[src/rtl/t05_pkg.sv]
// Shared types and header-field widths for the codebook header writer.
package t05_pkg;

  typedef enum logic [2:0] {IDLE, LOAD, HDR, PATH, DONE, FLUSH, CNT, FIN} cbw_state_t;

  localparam logic [3:0] CB_CODEBOOK_STATE = 4'd4;
  localparam int         HDR_CHAR_W        = 8;
  localparam int         HDR_LEN_W         = 7;
  localparam int         HDR_W             = HDR_CHAR_W + HDR_LEN_W;

  // Path length is the index of the control bit; 0 and 1 both encode an empty path.
  function automatic logic [HDR_LEN_W-1:0] path_len(input logic [127:0] path);
    path_len = '0;
    for (int i = 1; i < 128; i++) begin
      if (path[i]) path_len = i[HDR_LEN_W-1:0];
    end
  endfunction

endpackage

[src/rtl/t05_bit_packer.sv]
// Bit-to-byte packer, first bit lands in bit 7; a byte is offered once 8 bits are held.
// Stalls input only while a full byte waits on out_ready; pad zero-fills a partial byte.
module t05_bit_packer (
  input  logic       clk,
  input  logic       rst,
  input  logic       bit_valid,
  input  logic       bit_data,
  output logic       bit_ready,
  input  logic       pad,
  output logic       empty,
  output logic [7:0] out_byte,
  output logic       out_valid,
  input  logic       out_ready
);

  logic [7:0] sreg, sreg_n;
  logic [3:0] cnt, cnt_n;
  logic       push, xfer;

  assign xfer      = out_valid && out_ready;
  assign bit_ready = (cnt != 4'd8) || out_ready;
  assign push      = bit_valid && bit_ready;
  assign empty     = (cnt == 4'd0);
  assign out_byte  = sreg;

  always_comb begin
    sreg_n = sreg;
    cnt_n  = cnt;
    if (push) begin
      if (xfer) begin
        sreg_n = {7'b0, bit_data};
        cnt_n  = 4'd1;
      end else begin
        sreg_n = {sreg[6:0], bit_data};
        cnt_n  = cnt + 4'd1;
      end
    end else if (xfer) begin
      sreg_n = '0;
      cnt_n  = 4'd0;
    end else if (pad && cnt != 4'd0 && cnt != 4'd8) begin
      sreg_n = sreg << (4'd8 - cnt);
      cnt_n  = 4'd8;
    end
  end

  always_ff @(posedge clk) begin
    if (rst) begin
      sreg      <= '0;
      cnt       <= '0;
      out_valid <= 1'b0;
    end else begin
      sreg      <= sreg_n;
      cnt       <= cnt_n;
      out_valid <= (cnt_n == 4'd8);
    end
  end

endmodule

[src/rtl/t05_cb_header_writer.sv]
// Serializes {char, len, path} codebook records into a byte stream; first header bit packs 2 cycles after capture.
// Stalls on out_ready via the packer; T05_CBW_COUNT_EN appends a record-count byte after the flush pad.
module t05_cb_header_writer
  import t05_pkg::*;
#(
  parameter int BYTE_W = 8,
  parameter int PATH_W = 128
) (
  input  logic              clk,
  input  logic              rst,
  input  logic [3:0]        en_state,
  input  logic              char_found,
  input  logic [7:0]        char_index,
  input  logic [PATH_W-1:0] char_path,
  input  logic              flush,
  input  logic              out_ready,
  output logic [BYTE_W-1:0] out_byte,
  output logic              out_valid,
  output logic              write_finish,
  output logic              flush_done,
  output logic              busy
);

  cbw_state_t           state, state_n;
  logic [7:0]           idx_q;
  logic [PATH_W-1:0]    path_q;
  logic [HDR_LEN_W-1:0] len_q, len_calc, pidx;
  logic [HDR_W-1:0]     hdr_sr;
  logic [3:0]           hdr_left;
  logic                 bit_valid, bit_data, bit_ready, pad, empty;
  logic                 cap, load, hdr_step, path_step;
`ifdef T05_CBW_COUNT_EN
  logic [7:0]           rec_cnt;
  logic                 cnt_load;
`endif

  assign len_calc = path_len(path_q);

  t05_bit_packer u_packer (
    .clk       (clk),
    .rst       (rst),
    .bit_valid (bit_valid),
    .bit_data  (bit_data),
    .bit_ready (bit_ready),
    .pad       (pad),
    .empty     (empty),
    .out_byte  (out_byte),
    .out_valid (out_valid),
    .out_ready (out_ready)
  );

  always_comb begin
    state_n   = state;
    bit_valid = 1'b0;
    bit_data  = 1'b0;
    pad       = 1'b0;
    cap       = 1'b0;
    load      = 1'b0;
    hdr_step  = 1'b0;
    path_step = 1'b0;
`ifdef T05_CBW_COUNT_EN
    cnt_load  = 1'b0;
`endif
    case (state)
      IDLE: begin
        if (char_found && en_state == CB_CODEBOOK_STATE) begin
          cap     = 1'b1;
          state_n = LOAD;
        end else if (flush) begin
          state_n = FLUSH;
        end
      end
      LOAD: begin
        load    = 1'b1;
        state_n = HDR;
      end
      HDR: begin
        bit_valid = 1'b1;
        bit_data  = hdr_sr[HDR_W-1];
        if (bit_ready) begin
          hdr_step = 1'b1;
          if (hdr_left == 4'd1) state_n = (len_q == '0) ? DONE : PATH;
        end
      end
      PATH: begin
        bit_valid = 1'b1;
        bit_data  = path_q[pidx];
        if (bit_ready) begin
          path_step = 1'b1;
          if (pidx == '0) state_n = DONE;
        end
      end
      DONE: begin
        if (en_state == CB_CODEBOOK_STATE) state_n = IDLE;
      end
      FLUSH: begin
        pad = 1'b1;
        if (empty) begin
`ifdef T05_CBW_COUNT_EN
          cnt_load = 1'b1;
          state_n  = CNT;
`else
          state_n  = FIN;
`endif
        end
      end
`ifdef T05_CBW_COUNT_EN
      CNT: begin
        // Count byte reuses the header shift register and its bit counter.
        if (hdr_left != 4'd0) begin
          bit_valid = 1'b1;
          bit_data  = hdr_sr[HDR_W-1];
          if (bit_ready) hdr_step = 1'b1;
        end else if (empty) begin
          state_n = FIN;
        end
      end
`endif
      FIN:     state_n = FIN;
      default: state_n = IDLE;
    endcase
  end

  always_ff @(posedge clk) begin
    if (rst) begin
      state        <= IDLE;
      write_finish <= 1'b0;
      flush_done   <= 1'b0;
      busy         <= 1'b0;
    end else begin
      state        <= state_n;
      write_finish <= (state_n == DONE);
      flush_done   <= (state_n == FIN);
      busy         <= (state_n != IDLE) && (state_n != FIN);
    end
  end

  always_ff @(posedge clk) begin
    if (rst) begin
      idx_q    <= '0;
      path_q   <= '0;
      len_q    <= '0;
      hdr_sr   <= '0;
      hdr_left <= '0;
      pidx     <= '0;
`ifdef T05_CBW_COUNT_EN
      rec_cnt  <= '0;
`endif
    end else begin
      if (cap) begin
        idx_q  <= char_index;
        path_q <= char_path;
`ifdef T05_CBW_COUNT_EN
        rec_cnt <= rec_cnt + 8'd1;
`endif
      end
      if (load) begin
        len_q    <= len_calc;
        hdr_sr   <= {idx_q, len_calc};
        hdr_left <= 4'd15;
        pidx     <= len_calc - 7'd1;
      end
      if (hdr_step) begin
        hdr_sr   <= {hdr_sr[HDR_W-2:0], 1'b0};
        hdr_left <= hdr_left - 4'd1;
      end
      if (path_step) pidx <= pidx - 7'd1;
`ifdef T05_CBW_COUNT_EN
      if (cnt_load) begin
        hdr_sr   <= {rec_cnt, 7'b0};
        hdr_left <= 4'd8;
      end
`endif
    end
  end

endmodule

[config.mk]
export PLATFORM = sky130hd
export DESIGN_NAME = t05_cb_header_writer
export DESIGN_NICKNAME = d
export VERILOG_FILES = /design/src/rtl/t05_pkg.sv /design/src/rtl/t05_bit_packer.sv /design/src/rtl/t05_cb_header_writer.sv
export SDC_FILE = /design/constraint.sdc
export NUM_CORES = 1
export LEC_CHECK = 0
export CAP_MARGIN = 10
export CORE_UTILIZATION = 40
export DETAILED_ROUTE_END_ITERATION = 6
export PLACE_DENSITY = 0.62
export SYNTH_ARGS = -nofsm -noshare
export SYNTH_HDL_FRONTEND = slang
export SYNTH_SLANG_ARGS = --single-unit
[constraint.sdc]
create_clock -name clk -period 5.6 [get_ports clk]
set_input_delay 0.56 -clock clk [delete_from_list [all_inputs] [get_ports clk]]
set_output_delay 0.56 -clock clk [all_outputs]
set_load 0.005 [all_outputs]
# Word-level counts from Yosys, hierarchy flattened
# Cells that the tools add are included.
[totals] reg_bits=188 input_bits=145
[op_classes] mux=162 magnitude_cmp=1 shifts=1 n_reduce_logical=18 addsub=5 eq_ne=13
[op_table] op="$mux W7" count=128
[op_table] op="$mux W8" count=4
[op_table] op="$mux W15" count=2
[op_table] op="$mux W3" count=9
[op_table] op="$mux W4" count=6
[op_table] op="$pmux W3 S7" count=1
[op_table] op="$eq A3 B3 Y1 const B" count=5
[op_table] op="$logic_not A7 Y1" count=2
[op_table] op="$sub A7 B1 Y7 const B" count=2
[op_table] op="$mux W1" count=10
[op_table] op="$lt A7 B8 Y1 const B" count=1
[op_table] op="$shl A8 B4 Y8" count=1
[op_table] op="$bmux W1 S7" count=1
[op_table] op="$eq A3 B2 Y1 const B" count=2
[op_table] op="$logic_and A1 B1 Y1" count=6
[op_table] op="$reduce_bool A3 Y1" count=2
[op_table] op="$add A4 B1 Y4 const B" count=1
[op_table] op="$eq A4 B1 Y1 const B" count=1
[op_table] op="$eq A4 B3 Y1 const B" count=1
[op_table] op="$eq A4 B4 Y1 const B" count=1
[op_table] op="$logic_not A4 Y1" count=1
[op_table] op="$ne A4 B4 Y1 const B" count=1
[op_table] op="$reduce_bool A2 Y1" count=2
[op_table] op="$reduce_bool A4 Y1" count=1
[op_table] op="8 further kinds" count=9

# Logic depth before layout (Yosys ltp)
[logic_depth] depth_word=130 ltp_mapped=16 ltp_nobuf=14

# By module
# A second synthesis with hierarchy kept.
[hier_totals] cells_unflattened=1301 area_unflattened_um2=10327.4
[by_module_without_submodules] module="t05_cb_header_writer" area_per_inst_um2=9339.0 n_inst=1 seq_area_each_um2=3503.4 cells_per_inst=1182
[by_module_without_submodules] module="t05_bit_packer" area_per_inst_um2=988.4 n_inst=1 seq_area_each_um2=260.2 cells_per_inst=119

# Least setup slack after synthesis
# No wires, ideal clock.
[synth_timing] path_type="register to register" startpoint="reg u_packer.cnt[0]" endpoint="reg pidx[4]" arrival_ns=2.995 period_less_slack_ns=3.086 t_required_ns=5.509 stages_incl_launch_ff=17 setup_time_ns=0.091 path_slack_ns=2.514 path_cell_list="dfxtp_1 clkbuf_1 inv_1 ha_1 nor2b_1 and3b_1 or2_2 clkbuf_1 nor2_2 a211o_1 o21ai_0 inv_1 ha_1 nand3b_1 nand3_1 nor3b_1 a311oi_1"
[synth_via] elab_chain_cells=5 word_cells_on_any_way=6 classes_between="eq/ne (1); mux (3); reduce/logical (2)"
[synth_lines] item="from (decl)" line="t05_bit_packer.sv:17" rtl="logic [3:0] cnt, cnt_n;"
[synth_lines] item="from (signal assigned)" line="t05_bit_packer.sv:53" rtl="cnt <= cnt_n;"
[synth_lines] item="$ne A4 B4 Y1 *" line="t05_bit_packer.sv:21" rtl="assign bit_ready = (cnt != 4'd8) || out_ready;"
[synth_lines] item="$logic_or A1 B1 Y1 *" line="t05_bit_packer.sv:21"
[synth_lines] item="$mux W1 *" line="t05_cb_header_writer.sv:88" rtl="if (bit_ready) begin"
[synth_lines] item="$mux W1 *" line="t05_cb_header_writer.sv:64" rtl="case (state)"
[synth_lines] item="$mux W7 / $reduce_bool A2 Y1 (equally long branches)"
[synth_lines] item="to (signal assigned)" line="t05_cb_header_writer.sv:161" rtl="pidx <= len_calc - 7'd1;"
[synth_lines] item="to (signal assigned)" line="t05_cb_header_writer.sv:167" rtl="if (path_step) pidx <= pidx - 7'd1;"
[synth_lines] item="to (decl)" line="t05_cb_header_writer.sv:27" rtl="logic [HDR_LEN_W-1:0] len_q, len_calc, pidx;"
# Every way passes the cells marked *; elsewhere a longest branch is shown, timed or not.
# A chain may end at the register's enable or synchronous reset.

# Worst setup path in the final report
# Ends and elaborated chain as after synthesis.

==> impl_results.rst <==
.. list-table::
   :header-rows: 1

   * - Metric
     - Value
   * - Final antenna-violating net count
     - 0
   * - Clock buffers created by TritonCTS
     - 17
   * - CTS tree
     - built
   * - Class of the most critical hold timing path
     - reg -> reg
   * - Final worst clock skew
     - 0.0109 ns
   * - Number of vias after detailed routing
     - 9829
   * - Total clock sinks
     - 188
   * - Fmax
     - 267 MHz
   * - Die Ht
     - 160 um
   * - Weighted congestion reported at the end of routability-driven placement
     - 0.851
   * - Max Transition Viols Final
     - 0
   * - Root buffer cell
     - sky130_fd_sc_hd__clkbuf_16
   * - Number of buffers on the longest clock path
     - 2
   * - Hold path depth
     - 2
   * - Most common cell in the synthesized netlist
     - sky130_fd_sc_hd__nand2_1
   * - Number of hold-slack violations in the final timing report
     - 0
   * - Power per Cell Area
     - 299 mW/mm^2
   * - Number of max-cap violations
     - 0
   * - Layout overhead on the synthesized area
     - 22.7%
   * - Die Outline Area
     - 0.0257 mm^2
   * - Resized Gates After CTS
     - 0
   * - Clock share of power
     - 31.6%
   * - Ant diodes
     - 0
   * - Worst path required time
     - 5.94 ns
   * - Initial DRC Count
     - 958
   * - Largest fanout on the critical path
     - 17
   * - Synthesized netlist net count
     - 1444
   * - Sw frac
     - 32.3%
   * - Synth Instances
     - 1293
   * - Post-route clock period utilization
     - 66.8%
   * - Number of setup buffers added after CTS
     - 0
   * - Total GRT Usage
     - 21.8%
   * - Final Routed Wirelength
     - 27.7 mm
   * - Post-synthesis sequential area ratio
     - 37.6%
   * - Worst setup EP type
     - flop
   * - Hold_ws
     - 0.458 ns
   * - Pin count of the biggest net entering global routing
     - 87
   * - # setup viols final
     - 0
   * - Fin cells
     - 1735
   * - Warnings, synthesis
     - 0
   * - Detailed Routing Iterations Pass 1
     - 6
   * - Internal Dissipation
     - 0.00249 W
   * - Post-Place Cell Area
     - 0.0117 mm^2
   * - Transition time of the tightest slew-check pin
     - 1.12 ns
   * - Clock period minus worst slack
     - 3.74 ns
   * - Post-synthesis area per instance
     - 7.74 um^2
   * - Share of power burned in registers
     - 42.8%
   * - Setup TNS
     - 0 ns
   * - Post-CTS clock slew at the launch and capture registers of the worst setup and hold paths
     - 0.07 ns
   * - Worst reg2reg endpoint
     - pidx[4]
   * - Most frequently used flop master after synthesis
     - sky130_fd_sc_hd__dfxtp_1
   * - Number of global-route vias before repair
     - 9156
   * - Gr ovfl total
     - 0
   * - Share of cells above drive strength 1
     - 6.66%
   * - I/O pins
     - 157
   * - Largest voltage drop on the vdd net
     - 0.184 mV
   * - Number of design rule violations left after detail routing
     - 0
   * - I/O Buffers
     - 156
   * - Clk_lat worst skew
     - 0.44 ns
   * - Leakage dissipation
     - 4.18 nW
   * - Asr flop ratio synth
     - 0%
   * - Critical path start-end classification
     - reg -> reg
   * - Die X-Extent
     - 160 um
   * - Power dissipated by switching net loads
     - 0.00119 W
   * - Count of flip-flops with a built-in enable after synthesis
     - 0
   * - Setup repair after global routing missed its margin
     - false
   * - Final HPWL from detailed placement
     - 20.0 mm
   * - Worst Setup Start Kind
     - flop
   * - Hold Buf Count CTS
     - 0
   * - Library cells used by synthesis
     - 60
   * - Hold_sp
     - idx_q[7]
   * - Core box area
     - 0.0245 mm^2
   * - R2r startpoint
     - u_packer.cnt[0]
   * - Worst slew margin
     - 23.3%
   * - Fraction of synthesized cell area taken by the top area cell type
     - 37.6%
   * - Combinational cell fraction of total power
     - 25.6%
   * - Outcome
     - complete, no violations
   * - Register-to-register path setup slack
     - 1.86 ns
   * - Top cells by count, synth
     - sky130_fd_sc_hd__nand2_1 (334), sky130_fd_sc_hd__dfxtp_1 (188), sky130_fd_sc_hd__a21oi_1 (179), sky130_fd_sc_hd__nor2_1 (104), sky130_fd_sc_hd__clkbuf_1 (69)
   * - Number of antenna violations at the first check in global routing
     - 0
   * - Starting density of the core
     - 40.9%
   * - Number of placed cells counting well taps
     - 1703
   * - Ranking of synthesized cells by area
     - sky130_fd_sc_hd__dfxtp_1 (38%), sky130_fd_sc_hd__nand2_1 (13%), sky130_fd_sc_hd__mux4_2 (9.4%)
   * - Global-route wire length before repair
     - 45.9 mm
   * - # nets final
     - 1549
   * - Post-synthesis cell type with the largest combined area
     - sky130_fd_sc_hd__dfxtp_1
   * - Hold Path End
     - idx_q[7]
   * - Vias/cell
     - 5.67
   * - Worst EP arrival
     - 4.08 ns
   * - Cell area after technology mapping
     - 0.0100 mm^2
   * - Synthesis-stage register bit count
     - 188
   * - Placement row count
     - 57
   * - Post-route design area
     - 0.0123 mm^2
   * - CTS H-tree depth
     - 4
   * - Detail-routed net length per standard cell
     - 16.0 um
   * - Cell count of the worst reg-to-reg path
     - 14
==> layout by cell type (no fill, tap or decap), types with 4 or more instances in the layout <==
master	Yosys	layout
sky130_fd_sc_hd__nand3_1	14	14
sky130_fd_sc_hd__a22oi_1	12	12
sky130_fd_sc_hd__nand2_1	334	334
sky130_fd_sc_hd__clkbuf_16	0	17
sky130_fd_sc_hd__nand4_1	7	7
sky130_fd_sc_hd__mux2i_1	9	9
sky130_fd_sc_hd__dfxtp_1	188	187
sky130_fd_sc_hd__a2111oi_0	6	6
sky130_fd_sc_hd__o21ai_0	41	41
sky130_fd_sc_hd__or4_1	9	9
sky130_fd_sc_hd__a211oi_1	19	19
sky130_fd_sc_hd__clkdlybuf4s50_1	0	155
sky130_fd_sc_hd__ha_1	6	6
sky130_fd_sc_hd__a311oi_1	15	15
sky130_fd_sc_hd__nor3_1	37	36
sky130_fd_sc_hd__buf_4	3	10
sky130_fd_sc_hd__o2111ai_1	4	4
sky130_fd_sc_hd__nor2b_1	12	12
sky130_fd_sc_hd__nor3b_1	6	6
sky130_fd_sc_hd__a21oi_1	179	179
sky130_fd_sc_hd__o31a_1	4	4
sky130_fd_sc_hd__a211o_1	6	6
sky130_fd_sc_hd__and3_1	4	4
sky130_fd_sc_hd__o21bai_1	5	5
sky130_fd_sc_hd__a31oi_1	5	5
sky130_fd_sc_hd__inv_1	30	30
sky130_fd_sc_hd__mux4_2	42	42
sky130_fd_sc_hd__nor2_1	104	104
sky130_fd_sc_hd__nand2b_1	9	9
sky130_fd_sc_hd__clkinvlp_4	0	5
sky130_fd_sc_hd__o31ai_1	7	7
sky130_fd_sc_hd__and2_1	6	6
sky130_fd_sc_hd__o311a_1	5	5
sky130_fd_sc_hd__or3_1	6	6
sky130_fd_sc_hd__nor4_1	39	39
==> metrics by stage <==
step / utilization [%] / total power, W / setup slack, ns
final: 50.2 / 0.00368 / 1.86
after global routing: 50.2 / 0.00387 / 1.57
after CTS: 50.2 / 0.00369 / 1.92
after detailed placement: 48.0 / 0.00254 / 1.94
after global placement: 48.0 / 0.00252 / 2.08
after floorplan: - / 0.00222 / 2.51
==> registers in the layout, indices dropped and copies added (netlist names), 3 cells and up <==
name,cells
hdr_left,4
u_packer.out_byte,8
idx_q,8
len_q,7
hdr_sr,15
pidx,7
state,3
path_q,128
u_packer.cnt,4
==> layer usage <==
metal  part of all wire, %  up-vias  global-route usage, %
met5                     0        -                      0
met4                   1.4        0                   6.32
met3                   5.7       34                   3.71
met2                    47      340                   35.6
met1                    46     4617                   29.5
li1                      -     4838                      -
==> final cells by class <==
type                       instances  area [um^2]
fill                            2404        12200
multi-input combinational        996         5830
sequential                       188         3760
timing repair buffer             165         1630
clock buffer                      20          437
tap                              324          405
clock inverter                    12          113
inverter                          30          113
==> worst max-delay path: stages, from the launching register on <==
cell and delay, ns:
sky130_fd_sc_hd__dfxtp_1 0.71, sky130_fd_sc_hd__inv_1 0.19, sky130_fd_sc_hd__ha_1 0.27, sky130_fd_sc_hd__nor2b_1 0.16
sky130_fd_sc_hd__and3b_1 0.23, sky130_fd_sc_hd__nor2_1 0.25, sky130_fd_sc_hd__nand2_1 0.38, sky130_fd_sc_hd__mux2i_1 0.21
sky130_fd_sc_hd__o21ai_0 0.25, sky130_fd_sc_hd__inv_1 0.10, sky130_fd_sc_hd__ha_1 0.27, sky130_fd_sc_hd__nand3b_1 0.10
sky130_fd_sc_hd__nand3_1 0.09, sky130_fd_sc_hd__nor3b_1 0.19, sky130_fd_sc_hd__a311oi_1 0.24
==> worst max-delay path by stage <==
stage                     from  endpoint  cells after the start
5_1_grt        u_packer.cnt[0]   pidx[4]                     14
4_1_cts        u_packer.cnt[0]   pidx[4]                     14
3_5_place_dp   u_packer.cnt[0]   pidx[4]                     14
6_report       u_packer.cnt[0]   pidx[4]                     14
3_3_place_gp   u_packer.cnt[0]   pidx[4]                     14
2_1_floorplan  u_packer.cnt[0]   pidx[4]                     16
==> power by group through the flow <==
| stage | combinational, W | clock (W) | sequential [W] |
|---|---|---|---|
| floorplan | 0.000709 | 0 | 0.00151 |
| global placement | 0.000924 | 0 | 0.00160 |
| detailed placement | 0.000934 | 0 | 0.00160 |
| CTS | 0.000939 | 0.00119 | 0.00157 |
| global route | 0.00104 | 0.00124 | 0.00159 |
| finish | 0.000941 | 0.00116 | 0.00157 |
==> cell families (layout without fill, tap and decap cells) <==
| logic type | after synthesis | in the layout | synth area share [%] |
|---|---|---|---|
| and+or+nand+nor | 601 | 601 | 26.4 |
| AOI/OAI and AO/OA | 334 | 334 | 20.3 |
| DFF | 188 | 188 | 37.6 |
| buffers and inverters | 109 | 227 | 4.27 |
| muxes | 53 | 53 | 10.6 |
| adders and majority gates | 6 | 6 | 0.750 |
| xor gates and xnor gates | 2 | 2 | 0.175 |
Power figures use the tool's default switching activity.
